$ cat src/rtl/adc_proc_pkg.sv
// adc_proc_pkg: shared types and constants for the ADC sample post-processor.
//   adc_state_e  : processing state (IDLE, CAL, RUN)
//   ADC_W        : sample width
//   SAT_MAX/MIN  : signed 16-bit saturation limits (17-bit compare form)
//   OC_LIMIT_DEF, OFFSET_DEF : default parameter values for adc_sample_proc
//   sat16()      : clamp a 17-bit signed difference into 16 bits
package adc_proc_pkg;

  localparam int ADC_W = 16;

  localparam logic signed [16:0] SAT_MAX = 17'sd32767;
  localparam logic signed [16:0] SAT_MIN = -17'sd32768;

  localparam logic [15:0] OC_LIMIT_DEF = 16'd28000;
  localparam logic [15:0] OFFSET_DEF   = 16'h8000;

  typedef enum logic [1:0] {
    ST_IDLE = 2'd0,
    ST_CAL  = 2'd1,
    ST_RUN  = 2'd2
  } adc_state_e;

  function automatic logic [15:0] sat16(input logic signed [16:0] v);
    if (v > SAT_MAX)      return 16'h7FFF;
    else if (v < SAT_MIN) return 16'h8000;
    else                  return v[15:0];
  endfunction

endpackage

$ cat src/rtl/adc_iir_lp.sv
// adc_iir_lp: one channel of the first-order IIR low-pass filter.
//   acc <= acc + din - (acc >>> ALPHA_SHIFT); dout = acc >>> ALPHA_SHIFT.
//   With seed high, the update loads acc <= din <<< ALPHA_SHIFT so dout == din.
// Ports:
//   clk, rst_n : clock, async active-low reset (acc clears to 0)
//   en         : apply one filter update this cycle
//   seed       : when en, load instead of accumulate
//   din        : signed 16-bit corrected sample
//   dout       : signed 16-bit filtered value (tracks the register, holds when en low)
module adc_iir_lp
  import adc_proc_pkg::*;
#(
  parameter int ALPHA_SHIFT = 3
) (
  input  logic        clk,
  input  logic        rst_n,
  input  logic        en,
  input  logic        seed,
  input  logic [15:0] din,
  output logic [15:0] dout
);

  localparam int ACC_W = ADC_W + ALPHA_SHIFT + 1;

  logic signed [ACC_W-1:0] acc;
  logic signed [ACC_W-1:0] acc_shr;
  logic signed [ACC_W-1:0] acc_seed;
  // Two guard bits so the intermediate sum never wraps; the result fits ACC_W.
  logic signed [ACC_W+1:0] acc_sum;

  always_comb begin
    acc_shr  = acc >>> ALPHA_SHIFT;
    acc_seed = ACC_W'($signed(din)) <<< ALPHA_SHIFT;
    acc_sum  = (ACC_W+2)'(acc) + (ACC_W+2)'($signed(din)) - (ACC_W+2)'(acc_shr);
  end

  always_ff @(posedge clk or negedge rst_n) begin
    if (!rst_n) begin
      acc <= '0;
    end else if (en) begin
      acc <= seed ? acc_seed : acc_sum[ACC_W-1:0];
    end
  end

  assign dout = acc_shr[15:0];

endmodule

$ cat src/rtl/adc_sample_proc.sv
// adc_sample_proc: offset correction, calibration, IIR filtering and latched
// overcurrent detection for a dual-channel 16-bit offset-binary ADC stream.
// Optional feature macro: ADC_PROC_OC_EN (overcurrent fault logic).
// Ports:
//   clk, rst_n           : clock, async active-low reset
//   conv_done            : one-cycle sample strobe, data_a_in/data_b_in valid with it
//   cal_start            : starts/restarts offset calibration
//   fault_clr            : clears the latched overcurrent fault
//   out_valid            : one-cycle pulse, 2 cycles after a processed conv_done
//   corr_a/b, filt_a/b   : signed corrected / filtered samples
//   cal_busy, cal_done   : calibration in progress / completion pulse
//   oc_fault, oc_chan    : latched overcurrent fault and tripping channels (bit0 A, bit1 B)
//   state_dbg            : current FSM state (adc_state_e encoding)
// Handshake: conv_done is a strobe with no back-pressure; out_valid is a strobe
// and all data outputs hold their value until the next out_valid.
module adc_sample_proc
  import adc_proc_pkg::*;
#(
  parameter int          CAL_SHIFT      = 6,
  parameter int          ALPHA_SHIFT    = 3,
  parameter logic [15:0] OFFSET_DEFAULT = OFFSET_DEF,
  parameter logic [15:0] OC_LIMIT       = OC_LIMIT_DEF
) (
  input  logic        clk,
  input  logic        rst_n,
  input  logic        conv_done,
  input  logic [15:0] data_a_in,
  input  logic [15:0] data_b_in,
  input  logic        cal_start,
  input  logic        fault_clr,
  output logic        out_valid,
  output logic [15:0] corr_a,
  output logic [15:0] corr_b,
  output logic [15:0] filt_a,
  output logic [15:0] filt_b,
  output logic        cal_busy,
  output logic        cal_done,
  output logic        oc_fault,
  output logic [1:0]  oc_chan,
  output logic [1:0]  state_dbg
);

  localparam int CAL_W = ADC_W + CAL_SHIFT;
  localparam int CNT_W = CAL_SHIFT + 1;
  localparam int CAL_N = 1 << CAL_SHIFT;

  adc_state_e state, state_nxt;

  logic [CNT_W-1:0] cal_cnt;
  logic [CAL_W-1:0] cal_acc_a, cal_acc_b, cal_sum_a, cal_sum_b;
  logic [15:0]      off_a, off_b;
  logic             cal_last, take, cal_take;

  logic signed [16:0] diff_a, diff_b;
  logic [15:0]        corr_a_c, corr_b_c;

  logic        s1_valid;
  logic [15:0] s1_corr_a, s1_corr_b;
  logic        seed_pend;

  // cal_start always wins over a coincident conv_done: that sample is dropped.
  assign take     = conv_done && !cal_start && (state != ST_CAL);
  assign cal_take = conv_done && !cal_start && (state == ST_CAL);
  assign cal_last = (cal_cnt == CNT_W'(CAL_N - 1));

  always_ff @(posedge clk or negedge rst_n) begin
    if (!rst_n) state <= ST_IDLE;
    else        state <= state_nxt;
  end

  always_comb begin
    state_nxt = state;
    case (state)
      ST_IDLE, ST_RUN: if (cal_start) state_nxt = ST_CAL;
      ST_CAL: begin
        if (cal_take && cal_last) state_nxt = ST_RUN;
      end
      default: state_nxt = ST_IDLE;
    endcase
  end

  assign cal_busy  = (state == ST_CAL);
  assign state_dbg = state;

  // Calibration accumulators; the final sample is folded in combinationally
  // so the average is taken on the same edge that samples it.
  always_comb begin
    cal_sum_a = cal_acc_a + CAL_W'(data_a_in);
    cal_sum_b = cal_acc_b + CAL_W'(data_b_in);
  end

  always_ff @(posedge clk or negedge rst_n) begin
    if (!rst_n) begin
      cal_cnt   <= '0;
      cal_acc_a <= '0;
      cal_acc_b <= '0;
      off_a     <= OFFSET_DEFAULT;
      off_b     <= OFFSET_DEFAULT;
      cal_done  <= 1'b0;
    end else begin
      cal_done <= 1'b0;
      if (cal_start) begin
        cal_cnt   <= '0;
        cal_acc_a <= '0;
        cal_acc_b <= '0;
      end else if (cal_take) begin
        if (cal_last) begin
          off_a    <= 16'(cal_sum_a >> CAL_SHIFT);
          off_b    <= 16'(cal_sum_b >> CAL_SHIFT);
          cal_done <= 1'b1;
        end else begin
          cal_cnt   <= cal_cnt + CNT_W'(1);
          cal_acc_a <= cal_sum_a;
          cal_acc_b <= cal_sum_b;
        end
      end
    end
  end

  // Offset correction in 17 bits so the full unsigned range is representable.
  always_comb begin
    diff_a   = $signed({1'b0, data_a_in}) - $signed({1'b0, off_a});
    diff_b   = $signed({1'b0, data_b_in}) - $signed({1'b0, off_b});
    corr_a_c = sat16(diff_a);
    corr_b_c = sat16(diff_b);
  end

  // Stage 1: register corrected samples.
  always_ff @(posedge clk or negedge rst_n) begin
    if (!rst_n) begin
      s1_valid  <= 1'b0;
      s1_corr_a <= '0;
      s1_corr_b <= '0;
    end else begin
      s1_valid <= take;
      if (take) begin
        s1_corr_a <= corr_a_c;
        s1_corr_b <= corr_b_c;
      end
    end
  end

  // Stage 2: publish corrected values; the filter updates in lockstep.
  always_ff @(posedge clk or negedge rst_n) begin
    if (!rst_n) begin
      out_valid <= 1'b0;
      corr_a    <= '0;
      corr_b    <= '0;
      seed_pend <= 1'b1;
    end else begin
      out_valid <= s1_valid;
      if (s1_valid) begin
        corr_a <= s1_corr_a;
        corr_b <= s1_corr_b;
      end
      if (cal_take && cal_last) seed_pend <= 1'b1;
      else if (s1_valid)        seed_pend <= 1'b0;
    end
  end

  adc_iir_lp #(.ALPHA_SHIFT(ALPHA_SHIFT)) u_iir_a (
    .clk  (clk),
    .rst_n(rst_n),
    .en   (s1_valid),
    .seed (seed_pend),
    .din  (s1_corr_a),
    .dout (filt_a)
  );

  adc_iir_lp #(.ALPHA_SHIFT(ALPHA_SHIFT)) u_iir_b (
    .clk  (clk),
    .rst_n(rst_n),
    .en   (s1_valid),
    .seed (seed_pend),
    .din  (s1_corr_b),
    .dout (filt_b)
  );

`ifdef ADC_PROC_OC_EN
  logic [16:0] abs_a, abs_b;
  logic [1:0]  trip_c, s1_trip;

  // 17-bit magnitude so that -32768 maps to 32768 instead of wrapping.
  always_comb begin
    abs_a  = corr_a_c[15] ? (17'd0 - {corr_a_c[15], corr_a_c}) : {1'b0, corr_a_c};
    abs_b  = corr_b_c[15] ? (17'd0 - {corr_b_c[15], corr_b_c}) : {1'b0, corr_b_c};
    trip_c = {abs_b > {1'b0, OC_LIMIT}, abs_a > {1'b0, OC_LIMIT}};
  end

  always_ff @(posedge clk or negedge rst_n) begin
    if (!rst_n) begin
      s1_trip  <= '0;
      oc_fault <= 1'b0;
      oc_chan  <= '0;
    end else begin
      if (take) s1_trip <= trip_c;
      // A trip coincident with fault_clr: clear first, then set (set wins).
      if (s1_valid && (s1_trip != 2'b00)) begin
        oc_fault <= 1'b1;
        oc_chan  <= (fault_clr ? 2'b00 : oc_chan) | s1_trip;
      end else if (fault_clr) begin
        oc_fault <= 1'b0;
        oc_chan  <= '0;
      end
    end
  end
`else
  logic                 unused_fault_clr;
  localparam logic [15:0] UNUSED_OC_LIMIT = OC_LIMIT;
  assign unused_fault_clr = fault_clr;
  assign oc_fault = 1'b0;
  assign oc_chan  = 2'b00;
`endif

endmodule
$ cat config.mk
export PLATFORM = sky130hd
export DESIGN_NAME = adc_sample_proc
export DESIGN_NICKNAME = d
export VERILOG_FILES = /design/src/rtl/adc_proc_pkg.sv /design/src/rtl/adc_iir_lp.sv /design/src/rtl/adc_sample_proc.sv
export SDC_FILE = /design/constraint.sdc
export NUM_CORES = 1
export LEC_CHECK = 0
export ABC_AREA = 1
export CAP_MARGIN = 20
export CELL_PAD_IN_SITES_DETAIL_PLACEMENT = 2
export CELL_PAD_IN_SITES_GLOBAL_PLACEMENT = 2
export CORE_UTILIZATION = 34
export CTS_CLUSTER_DIAMETER = 120
export CTS_CLUSTER_SIZE = 40
export DETAILED_ROUTE_END_ITERATION = 8
export PLACE_DENSITY_LB_ADDON = 0.1
export RECOVER_POWER = 50
export SLEW_MARGIN = 20
export SYNTH_ARGS = -nofsm -noshare
export SYNTH_HDL_FRONTEND = slang
export SYNTH_SLANG_ARGS = --single-unit
$ cat constraint.sdc
create_clock -name clk -period 3.5 [get_ports clk]
set_input_delay 0.7 -clock clk [delete_from_list [all_inputs] [get_ports clk]]
set_output_delay 0.7 -clock clk [all_outputs]
set_load 0.03 [all_outputs]
== Word-level counts from Yosys, hierarchy flattened ==
Cells that the tools add are included.

* Register bits after elaboration: 193
* Input bits: 37
* Word-level logic and storage cells: 72

* Add/subtract/negate cells: 9
* Magnitude comparators: 4
* Equality and inequality tests: 7
* Mux-type cells: 23
* Bitwise gates (word level): 1
* Reduce and logical (&&, ||, !) cells: 12

{| class="wikitable"
|+ Operator list
! cell !! count
|-
| two-way mux 22 bit || 6
|-
| two-way mux 16 bit || 4
|-
| adder 22 x 16 -> 22 bit || 2
|-
| adder 20 x 16 -> 20 bit || 2
|-
| two-way mux 20 bit || 2
|-
| subtractor 20 x 17 -> 20 bit || 2
|-
| greater-than comparator 17 x 16 -> 1 bit (second input constant) || 2
|-
| < comparator 17 x 16 -> 1 bit (second input constant) || 2
|-
| subtractor 16 x 16 -> 17 bit || 2
|-
| two-way mux 7 bit || 3
|-
| adder 7 x 1 -> 7 bit (second input constant) || 1
|-
| equality test 7 x 6 -> 1 bit (second input constant) || 1
|-
| two-way mux 1 bit || 5
|-
| logical AND 1 bit || 4
|-
| two-way mux 2 bit || 2
|-
| inequality test 2 x 1 -> 1 bit (second input constant) || 2
|-
| inequality test 2 bit (second input constant) || 2
|-
| one-hot mux 2 bit (2 select lines) || 1
|-
| AND reduction 2 bit || 2
|-
| nonzero test 2 bit || 2
|-
| AND reduction 3 bit || 1
|-
| equality test 2 x 1 -> 1 bit (second input constant) || 1
|-
| equality test 2 bit (second input constant) || 1
|-
| logical NOT 2 bit || 1
|-
| 3 further kinds || 3
|}

== Logic depth before layout (Yosys ltp) ==
Gate-level depths: netlist of the first run.

* Depth after elaboration: 6
* Gate-level depth with buffers: 17

== Modules after synthesis ==
A second synthesis of the first run with hierarchy kept.

* Cell total of the unflattened synthesis: 2258
* Area, all modules: 16095.4 um^2

{| class="wikitable"
|+ Modules (own cells, without submodules)
! module !! times used !! cells each !! area an instance (um^2) !! seq. area each (um^2)
|-
| adc_sample_proc || 1 || 1411 || 10405.0 || 3832.4
|-
| adc_iir_lp (u_iir_b) || 1 || 425 || 2862.7 || 500.5
|-
| adc_iir_lp (u_iir_a) || 1 || 422 || 2827.7 || 500.5
|}

== Least setup slack after synthesis of the first run ==
Ideal clock, no wire load.

* Kind: register to register
* From: register u_iir_a.acc[4]
* To: register u_iir_a.acc[12]
* Arrival: 2.343 ns
* Path slack: 1.034 ns
* Stages on the path, launching flop included: 14
* Path buffers: 0
* Clock period less this slack: 2.466 ns
* Path through: dfrtp_1 -> fa_1 -> inv_1 -> fa_1 -> nand2_1 -> nand2_1 -> a21oi_1 -> o21ai_0 -> nand2_1 -> nand2_1 -> nand2_1 -> nand2_1 -> o21ai_0 -> nand2_1

* Cells in the longest elaborated chain, start to end: 3

{| class="wikitable"
|+ RTL lines
! element !! line !! RTL
|-
| start, declared || adc_iir_lp.sv:25 || <nowiki>logic signed [ACC_W-1:0] acc;</nowiki>
|-
| start signal, assigned || adc_iir_lp.sv:41 || <nowiki>acc <= seed ? acc_seed : acc_sum[ACC_W-1:0];</nowiki>
|-
| adder 20 x 16 -> 20 bit || adc_iir_lp.sv:34 || <nowiki>acc_sum = (ACC_W+2)'(acc) + (ACC_W+2)'($signed(din)) - (ACC_W+2)'(acc_shr);</nowiki>
|-
| subtractor 20 x 17 -> 20 bit * || adc_iir_lp.sv:34 ||
|-
| two-way mux 20 bit * || adc_iir_lp.sv:41 ||
|}

Mark *: on every way between the ends. The rest lies on a longest branch, timed or not.
A chain may end at the register's enable or synchronous reset.

== Final worst setup path of the first run ==
* From: register s1_corr_a[1]
* To: register u_iir_a.acc[8]

* Cells in the longest elaborated chain, start to end: 3

{| class="wikitable"
|+ RTL lines
! element !! line !! RTL
|-
| start, declared || adc_sample_proc.sv:58 || <nowiki>logic [15:0] s1_corr_a, s1_corr_b;</nowiki>
|-
| start signal, assigned || adc_sample_proc.sv:137 || <nowiki>s1_corr_a <= corr_a_c;</nowiki>
|-
| adder 20 x 16 -> 20 bit || adc_iir_lp.sv:34 ||
|-
| subtractor 20 x 17 -> 20 bit || adc_iir_lp.sv:34 ||
|-
| two-way mux 20 bit || adc_iir_lp.sv:41 ||
|}

Every way passes these cells.

==> out/qor.log, run 1 <==
qor: run_status.run_status complete, but fails checks
qor: run_status.failing_checks capacitance limit, slew limit
qor: die.floorplan.die_area 47200 um2
qor: place.place.detailed.hpwl 43300 um
qor: routing.first_pass_iters 4
qor: power_and_ir_drop.ir_worst_vdd 0.277 mV
qor: timing.final.period_utilization 88.6%
qor: setup_path.critical_path_arrival 3.46 ns
qor: routing.average_wire_length_per_cell_after_detail_routing 18.0 um
qor: setup_path.cp.required 3.86 ns
qor: place.placed_area 17200 um2
qor: timing.timing_max_transition_violations_final 157
qor: place.placement.io_buffers 104
qor: yosys.ys_types 40
qor: cells_and_area.finalNetCount 2570
qor: routing.detailedRoute.firstIterationViolations 495
qor: clock_network.sink_count 193
qor: yosys.number_of_flops_mapped_to_enable_cells_by_yosys 0
qor: clock_network.h_tree_lvls 4
qor: job.max-cap-violations 2
qor: yosys.prevailing_post_synth_register_cell dfrtp_1
qor: yosys.synth_top_family_by_area simple AND/OR/NAND/NOR gates
qor: global_routing.grt_pass1_wl 88600 um
qor: place.place_inst 2963
qor: die.placement_rows 78
qor: timing.final_period_minus_worst_setup_slack 3.10 ns
qor: setup_path.crit_path_end_kind flop
qor: cells_and_area.final_layout_size_suffix_gt1_share 3.13%
qor: yosys.synth-seq-area-share 30.7%
qor: die.num_io_pins 109
qor: timing.clock.fmax 0.322 GHz
qor: routing.drt_drc_violations_left 0
qor: setup_path.crit_fanout 4
qor: clock_network.cts_buffer_depth 2
qor: clock_network.path_clk_slew 0.08 ns
qor: clock_network.post_cts_hold_buffer_count 0
qor: yosys.synth-simple-area-share 30.4%
qor: routing.drt-vias-per-instance 5.02
qor: timing.rsz_0062_raised_after_global_routing false
qor: routing.detail_route.wirelength 54000 um
qor: clock_network.worstSkewPairLatency 0.50 ns
qor: power_and_ir_drop.power_leakage 0.00978 uW
qor: clock_network.cts_buffers 17
qor: die.starting_utilization_of_the_core_area 34.6%
qor: cells_and_area.sequential_cell_area_in_the_final_layout 4830 um2
qor: cells_and_area.final_standard_cell_count_with_taps_included_and_fillers_excluded 2996
qor: setup_path.setup.worst_path.start_class flop
qor: power_and_ir_drop.design_power_total 6620 uW
qor: yosys.synth.avg_cell_area 6.78 um2
qor: cells_and_area.post_layout_inst_area 17800 um2
qor: place.gp_congestion 0.849
qor: timing.setup_viol 0
qor: yosys.synth_fa_ha_area_share 14.0%
qor: yosys.synth_compound_gate_area_share 9.62%
qor: timing.worst_margin_pin_slew 2.38 ns
qor: global_routing.grt_antenna_before_repair 0
qor: clock_network.cts_resized 0
qor: timing.final.setup.tns 0 ns
qor: yosys.mappedNetlistArea 15700 um2
qor: timing.worst_hold_slack 0.476 ns
qor: clock_network.cts_setup_buffers 0
qor: worst_hold_path.worst_hold_path_type flop to flop
qor: routing.ant_nets 0
qor: global_routing.overflow 0
qor: timing.worst_clock_skew 0.0105 ns
qor: die.fp.dieH 217 um
qor: cells_and_area.nFillCells 5533
qor: yosys.synth-warning-count 0
qor: power_and_ir_drop.power_density_over_cell_area 373 nW/um2
qor: yosys.synth_xor_xnor_area_share 2.56%
qor: die.floorplan.die.width 217 um
qor: yosys.netlist_instances 2320
qor: clock_network.cts_tree done
qor: yosys.synth.area.mux_share 0%
qor: timing.finalHoldViolations 0
qor: global_routing.maximum_number_of_pins_on_one_net_before_global_route_repair 82
qor: cells_and_area.area_delta_synth_final 12.8%
qor: clock_network.cts_root_buf clkbuf_16
qor: die.fp.coreArea 45500 um2
qor: timing.max_slew_margin -58.8%
qor: cells_and_area.multi_input_comb_area 8930 um2
qor: yosys.asyncSetResetFlopFracSynth 100%
qor: global_routing.first_global_vias 16949
qor: routing.via_count 15045
qor: setup_path.critical_path_class flop to flop
qor: global_routing.global_route_usage_over_all_layers 24.0%
qor: yosys.postSynthRegisterBits 193
==> layout by cell type (no fill, tap or decap), drive strengths merged <==
master,count
a21o,5
a21oi,124
a22o,7
a31oi,3
a32o,2
and2,2
and3,1
buf,12
clkbuf,20
clkdlybuf4s50,102
clkinv,5
conb,3
dfrtp,190
dfstp,3
diode,1
dlygate4sd3,1
fa,42
ha,109
inv,414
nand2,823
nand3,156
nand3b,9
nand4,34
nor2,113
nor3,19
nor4,1
o21ai,128
o21bai,10
o22ai,4
o31ai,1
or2,6
xnor2,18
xor2,28
==> critical path, cell delays in order, from the launching register on <==
cell     delay, ns
dfrtp_1       0.41
inv_1         0.09
fa_1          0.50
inv_1         0.07
fa_1          0.49
nand2_1       0.12
nand2_1       0.07
a21oi_1       0.28
o21ai_0       0.32
xor2_1        0.24
o21ai_0       0.22
o21ai_0       0.16
==> layout make-up <==
cell class                 instances  area share [%]
multi-input combinational       1648            50.3
inverter                         404            8.54
tap                              600            4.23
clock inverter                    15           0.789
antenna                            1          0.0141
timing repair buffer             118            6.54
clock buffer                      17            2.40
sequential                       193            27.2
==> logic make-up (layout without fill, tap and decap cells) <==
| group | count (synthesis) | after routing |
|---|---|---|
| AND/OR/NAND/NOR | 1164 | 1164 |
| buffers and inverters | 481 | 554 |
| AO/OA/AOI/OAI | 284 | 284 |
| flip-flops | 193 | 193 |
| adder cells (fa/ha/maj) | 151 | 151 |
| XOR/XNOR | 46 | 46 |
| other | 1 | 4 |
==> layer usage <==
| metal | GRT usage [%] | vias up | routed length [um] | share of wire [%] |
|---|---|---|---|---|
| met5 | 0 | - | 0 | 0 |
| met4 | 6.62 | 0 | 967 | 1.8 |
| met3 | 3.82 | 55 | 1090 | 2.0 |
| met2 | 42.7 | 127 | 27000 | 50 |
| met1 | 29.7 | 7531 | 24900 | 46 |
| li1 | - | 7332 | - | - |
==> flip-flops by register name, indices dropped and copies added (netlist names) <==
register     cells
cal_acc_a       22
cal_acc_b       22
u_iir_a.acc     20
u_iir_b.acc     20
corr_a          16
corr_b          16
off_a           16
off_b           16
s1_corr_a       16
s1_corr_b       16
cal_cnt          7
state_dbg        2
cal_done         1
out_valid        1
s1_valid         1
seed_pend        1
==> cells in the mapped netlist (5+ instances only) <==
cell type,instances,area share (%)
nor3_1,16,0.51
nand2_1,815,19
a21o_1,5,0.24
fa_1,42,5.3
clkbuf_1,20,0.48
nand3b_1,9,0.43
o21bai_1,10,0.48
xnor2_1,18,1.0
nand2_2,8,0.32
a21oi_1,122,3.9
a22o_1,7,0.39
inv_1,400,9.5
o21ai_1,8,0.25
nor2_1,113,2.7
nand3_1,154,4.9
nand4_1,34,1.4
buf_2,14,0.45
xor2_1,28,1.6
dfrtp_1,190,30
or2_2,5,0.20
buf_4,38,1.8
ha_1,109,8.7
o21ai_0,120,3.8
==> stage by stage <==
stage          util, %  worst slack (ns)
3_5_place_dp      37.9             0.171
6_report          39.1             0.398
3_3_place_gp      37.9             0.277
4_1_cts           39.1             0.400
2_1_floorplan        -              1.03
5_1_grt           39.0             0.157
==> where the power goes <==
group | internal, uW | switching [uW]
logic | 739 | 1450
clock network | 945 | 1050
registers | 2350 | 99.1
total | 4030 | 2590
==> final timing paths <==
path	start	to	slack (ns)	depth (start not counted)
hold / removal	corr_b[0]$_DFFE_PN0P_	corr_b[0]$_DFFE_PN0P_	0.48	2
setup reg to reg	s1_corr_a[1]$_DFFE_PN0P_	u_iir_a.acc[8]$_DFFE_PN0P_	0.40	11
hold reg to reg	corr_b[0]$_DFFE_PN0P_	corr_b[0]$_DFFE_PN0P_	0.48	2
max in group asynchronous	rst_n	corr_a[8]$_DFFE_PN0P_	0.74	2
min in group asynchronous	rst_n	u_iir_b.acc[8]$_DFFE_PN0P_	0.89	1
setup / recovery	s1_corr_a[1]$_DFFE_PN0P_	u_iir_a.acc[8]$_DFFE_PN0P_	0.40	11
(Power assumes the default switching activity.)
==> run 2: changes to the inputs <==
CAP_MARGIN = default   (was 20)
CORE_UTILIZATION = 35   (was 34)
CTS_BUF_LIST = sky130_fd_sc_hd__clkbuf_4   (was default)
==> run 2 against run 1 <==
The flow still finishes with violations (capacitance limit, slew limit). First-iteration DRC count fell by 8.9%. Wire length fell by 2.1%. Count of clock-buffer cells in the layout did not move.
==> out/qor.log, run 2 (same netlist as run 1, synthesis figures left out) <==
qor: run_status.run_status complete, but fails checks [unchanged]
qor: run_status.failing_checks capacitance limit, slew limit [unchanged]
qor: clock_network.h_tree_lvls 4 [unchanged]
qor: global_routing.grt_antenna_before_repair 2 [was 0]
qor: power_and_ir_drop.ir_worst_vdd 0.211 mV [was 0.277 mV]
qor: die.starting_utilization_of_the_core_area 35.5% [was 34.6%]
qor: timing.setup_viol 0 [unchanged]
qor: setup_path.setup.worst_path.start_class flop [unchanged]
qor: die.floorplan.die.width 214 um [was 217 um]
qor: place.placed_area 17200 um2 [about the same]
qor: job.max-cap-violations 3 [was 2]
qor: clock_network.cts_buffer_depth 2 [unchanged]
qor: setup_path.crit_fanout 3 [was 4]
qor: routing.drt-vias-per-instance 5.02 [about the same]
qor: cells_and_area.biggestRegsByFlops cal_acc_a: 22 flops, cal_acc_b: 22 flops [unchanged]
qor: clock_network.post_cts_hold_buffer_count 1 [was 0]
qor: setup_path.regToRegEndpoint u_iir_a.acc[8]$_DFFE_PN0P_ [unchanged]
qor: place.place_inst 2956 [was 2963]
qor: timing.worst_clock_skew 0.0468 ns [was 0.0105 ns]
qor: routing.via_count 15025 [was 15045]
qor: clock_network.cts_buffers 17 [unchanged]
qor: clock_network.path_clk_slew 0.17 ns [was 0.08 ns]
qor: cells_and_area.nFillCells 5463 [was 5533]
qor: setup_path.cpMaxStageDelayCell clkdlybuf4s50_1 [was fa_1]
qor: cells_and_area.final_common_cell nand2_1 [unchanged]
qor: routing.detailedRoute.firstIterationViolations 451 [was 495]
qor: routing.average_wire_length_per_cell_after_detail_routing 17.7 um [was 18.0 um]
qor: place.place.detailed.hpwl 43200 um [was 43300 um]
qor: global_routing.maximum_number_of_pins_on_one_net_before_global_route_repair 77 [was 82]
qor: worst_hold_path.min_delay_path_depth 2 [unchanged]
qor: setup_path.crit_path_end_kind output port [was flop]
qor: cells_and_area.layout_common_cells nand2_1 (815), inv_1 (400), dfrtp_1 (190) [unchanged]
qor: power_and_ir_drop.power_leakage 0.00963 uW [was 0.00978 uW]
qor: global_routing.global_route_usage_over_all_layers 24.0% [about the same]
qor: cells_and_area.finalNetCount 2572 [was 2570]
qor: setup_path.cp.required 2.80 ns [was 3.86 ns]
qor: timing.clock.fmax 0.315 GHz [was 0.322 GHz]
qor: routing.ant_nets 0 [unchanged]
qor: place.placement.io_buffers 104 [unchanged]
qor: clock_network.cts_setup_buffers 0 [unchanged]
qor: cells_and_area.post_layout_inst_area 17500 um2 [was 17800 um2]
qor: worst_hold_path.worst_hold_path.endpoint corr_b[10]$_DFFE_PN0P_ [was corr_b[0]$_DFFE_PN0P_]
qor: setup_path.count_of_buffering_cells_on_the_critical_path_with_inverters_included 3 [was 2]
qor: die.fp.dieH 214 um [was 217 um]
qor: die.placement_rows 77 [was 78]
qor: clock_network.cts_resized 0 [unchanged]
qor: cells_and_area.area_delta_synth_final 10.9% [was 12.8%]
qor: die.fp.coreArea 44300 um2 [was 45500 um2]
qor: timing.max_slew_margin -47.7% [was -58.8%]
qor: setup_path.critical_path_class flop to output port [was flop to flop]
qor: setup_path.reg2reg_setup_slack 0.39 ns [was 0.40 ns]
qor: routing.first_pass_iters 5 [was 4]
qor: cells_and_area.final_layout_size_suffix_gt1_share 2.96% [was 3.13%]
qor: setup_path.critical_path.reg2reg.startpoint u_iir_a.acc[4]$_DFFE_PN0P_ [was s1_corr_a[1]$_DFFE_PN0P_]
qor: clock_network.worstSkewPairLatency 0.81 ns [was 0.50 ns]
qor: setup_path.critical-path-top-delay-family buffers and inverters [was adder cells]
qor: place.gp_congestion 0.858 [was 0.849]
qor: timing.worst_margin_pin_slew 2.22 ns [was 2.38 ns]
qor: setup_path.reg2regPathDepth 10 [was 11]
qor: timing.final.setup.tns 0 ns [unchanged]
qor: setup_path.timing.critical_path.mode_cell inv_1 [was o21ai_0]
qor: global_routing.overflow 0 [unchanged]
qor: routing.detail_route.wirelength 52900 um [was 54000 um]
qor: clock_network.cts_tree done [unchanged]
qor: clock_network.cts_root_buf clkbuf_4 [was clkbuf_16]
qor: timing.timing_max_transition_violations_final 196 [was 157]
qor: timing.rsz_0062_raised_after_global_routing false [unchanged]
qor: clock_network.sink_count 193 [unchanged]
qor: die.floorplan.die_area 45800 um2 [was 47200 um2]
qor: timing.final_period_minus_worst_setup_slack 3.17 ns [was 3.10 ns]
qor: setup_path.critical_path_arrival 2.47 ns [was 3.46 ns]
qor: die.num_io_pins 109 [unchanged]
qor: worst_hold_path.holdCritStartpoint corr_b[10]$_DFFE_PN0P_ [was corr_b[0]$_DFFE_PN0P_]
qor: setup_path.critical_path.max_stage_delay 0.69 ns [was 0.50 ns]
qor: routing.drt_drc_violations_left 0 [unchanged]
qor: global_routing.grt_pass1_wl 87500 um [was 88600 um]
qor: worst_hold_path.worst_hold_path_type flop to flop [unchanged]
qor: power_and_ir_drop.power_density_over_cell_area 339 nW/um2 [was 373 nW/um2]
qor: timing.final.period_utilization 90.6% [was 88.6%]
qor: cells_and_area.final_standard_cell_count_with_taps_included_and_fillers_excluded 2991 [was 2996]
qor: timing.finalHoldViolations 0 [unchanged]
qor: global_routing.first_global_vias 16885 [was 16949]
qor: setup_path.cp_cell_sequence inv_1 > or2_4 > inv_1 > clkdlybuf4s50_1 [was inv_1 > fa_1 > inv_1 > fa_1 > nand2_1 > nand2_1 > a21oi_1 > o21ai_0 > xor2_1 > o21ai_0 > o21ai_0]
-- run 2: routing by layer --
metal	track usage [%]	part of all wire [%]
met2	42.4	50
met4	7.90	2.3
met1	30.0	46
met5	0	0
met3	3.18	1.9
-- run 2: final cells by class --
cell class	count	area [um2]	area share, %
multi-input cells	1648	8920	51.1
inverters	404	1520	8.69
well taps	592	741	4.24
clock inverters	15	146	0.839
clock buffers	17	128	0.731
repair buffers	120	1160	6.67
flip-flops and latches	193	4830	27.7
diodes	2	5.00	0.0287
-- run 2: where the power goes --
group	switching (uW)	internal, uW
clock network	993	317
logic	1430	736
registers	96.8	2350
-- run 2: worst register-to-register path, delay by kind of cell (launching register included) --
family                     cells  cell delay [ns]
AOI/OAI and AO/OA              4             0.90
and+or+nand+nor                2             0.17
adders and majority gates      2             1.04
buffers and inverters          1             0.07
xor gates and xnor gates       1             0.23
DFF                            1             0.51
-- run 2: worst max-delay path by stage --
stage | startpoint | endpoint | slack [ns] | cells past startpoint
5_1_grt | u_iir_a.acc[4]$_DFFE_PN0P_ | u_iir_a.acc[10]$_DFFE_PN0P_ | 0.16 | 13
2_1_floorplan | u_iir_a.acc[4]$_DFFE_PN0P_ | u_iir_a.acc[12]$_DFFE_PN0P_ | 1.03 | 13
4_1_cts | state_dbg[0]$_DFFE_PN0P_ | cal_busy | 0.19 | 4
3_5_place_dp | data_a_in[0] | s1_corr_a[2]$_DFFE_PN0P_ | 0.15 | 14
3_3_place_gp | data_a_in[0] | s1_corr_a[3]$_DFFE_PN0P_ | 0.23 | 14
6_report | state_dbg[0]$_DFFE_PN0P_ | cal_busy | 0.33 | 4
-- run 2: stage by stage --
stage	utilization (%)	power (uW)	setup WS, ns	hold WS [ns]
floorplan	-	3990	1.03	0.372
detailed placement	38.8	4670	0.149	0.461
global route	39.4	6360	0.161	0.524
global placement	38.8	4570	0.232	0.455
CTS	39.5	6020	0.187	0.376
finish	39.4	5920	0.330	0.495
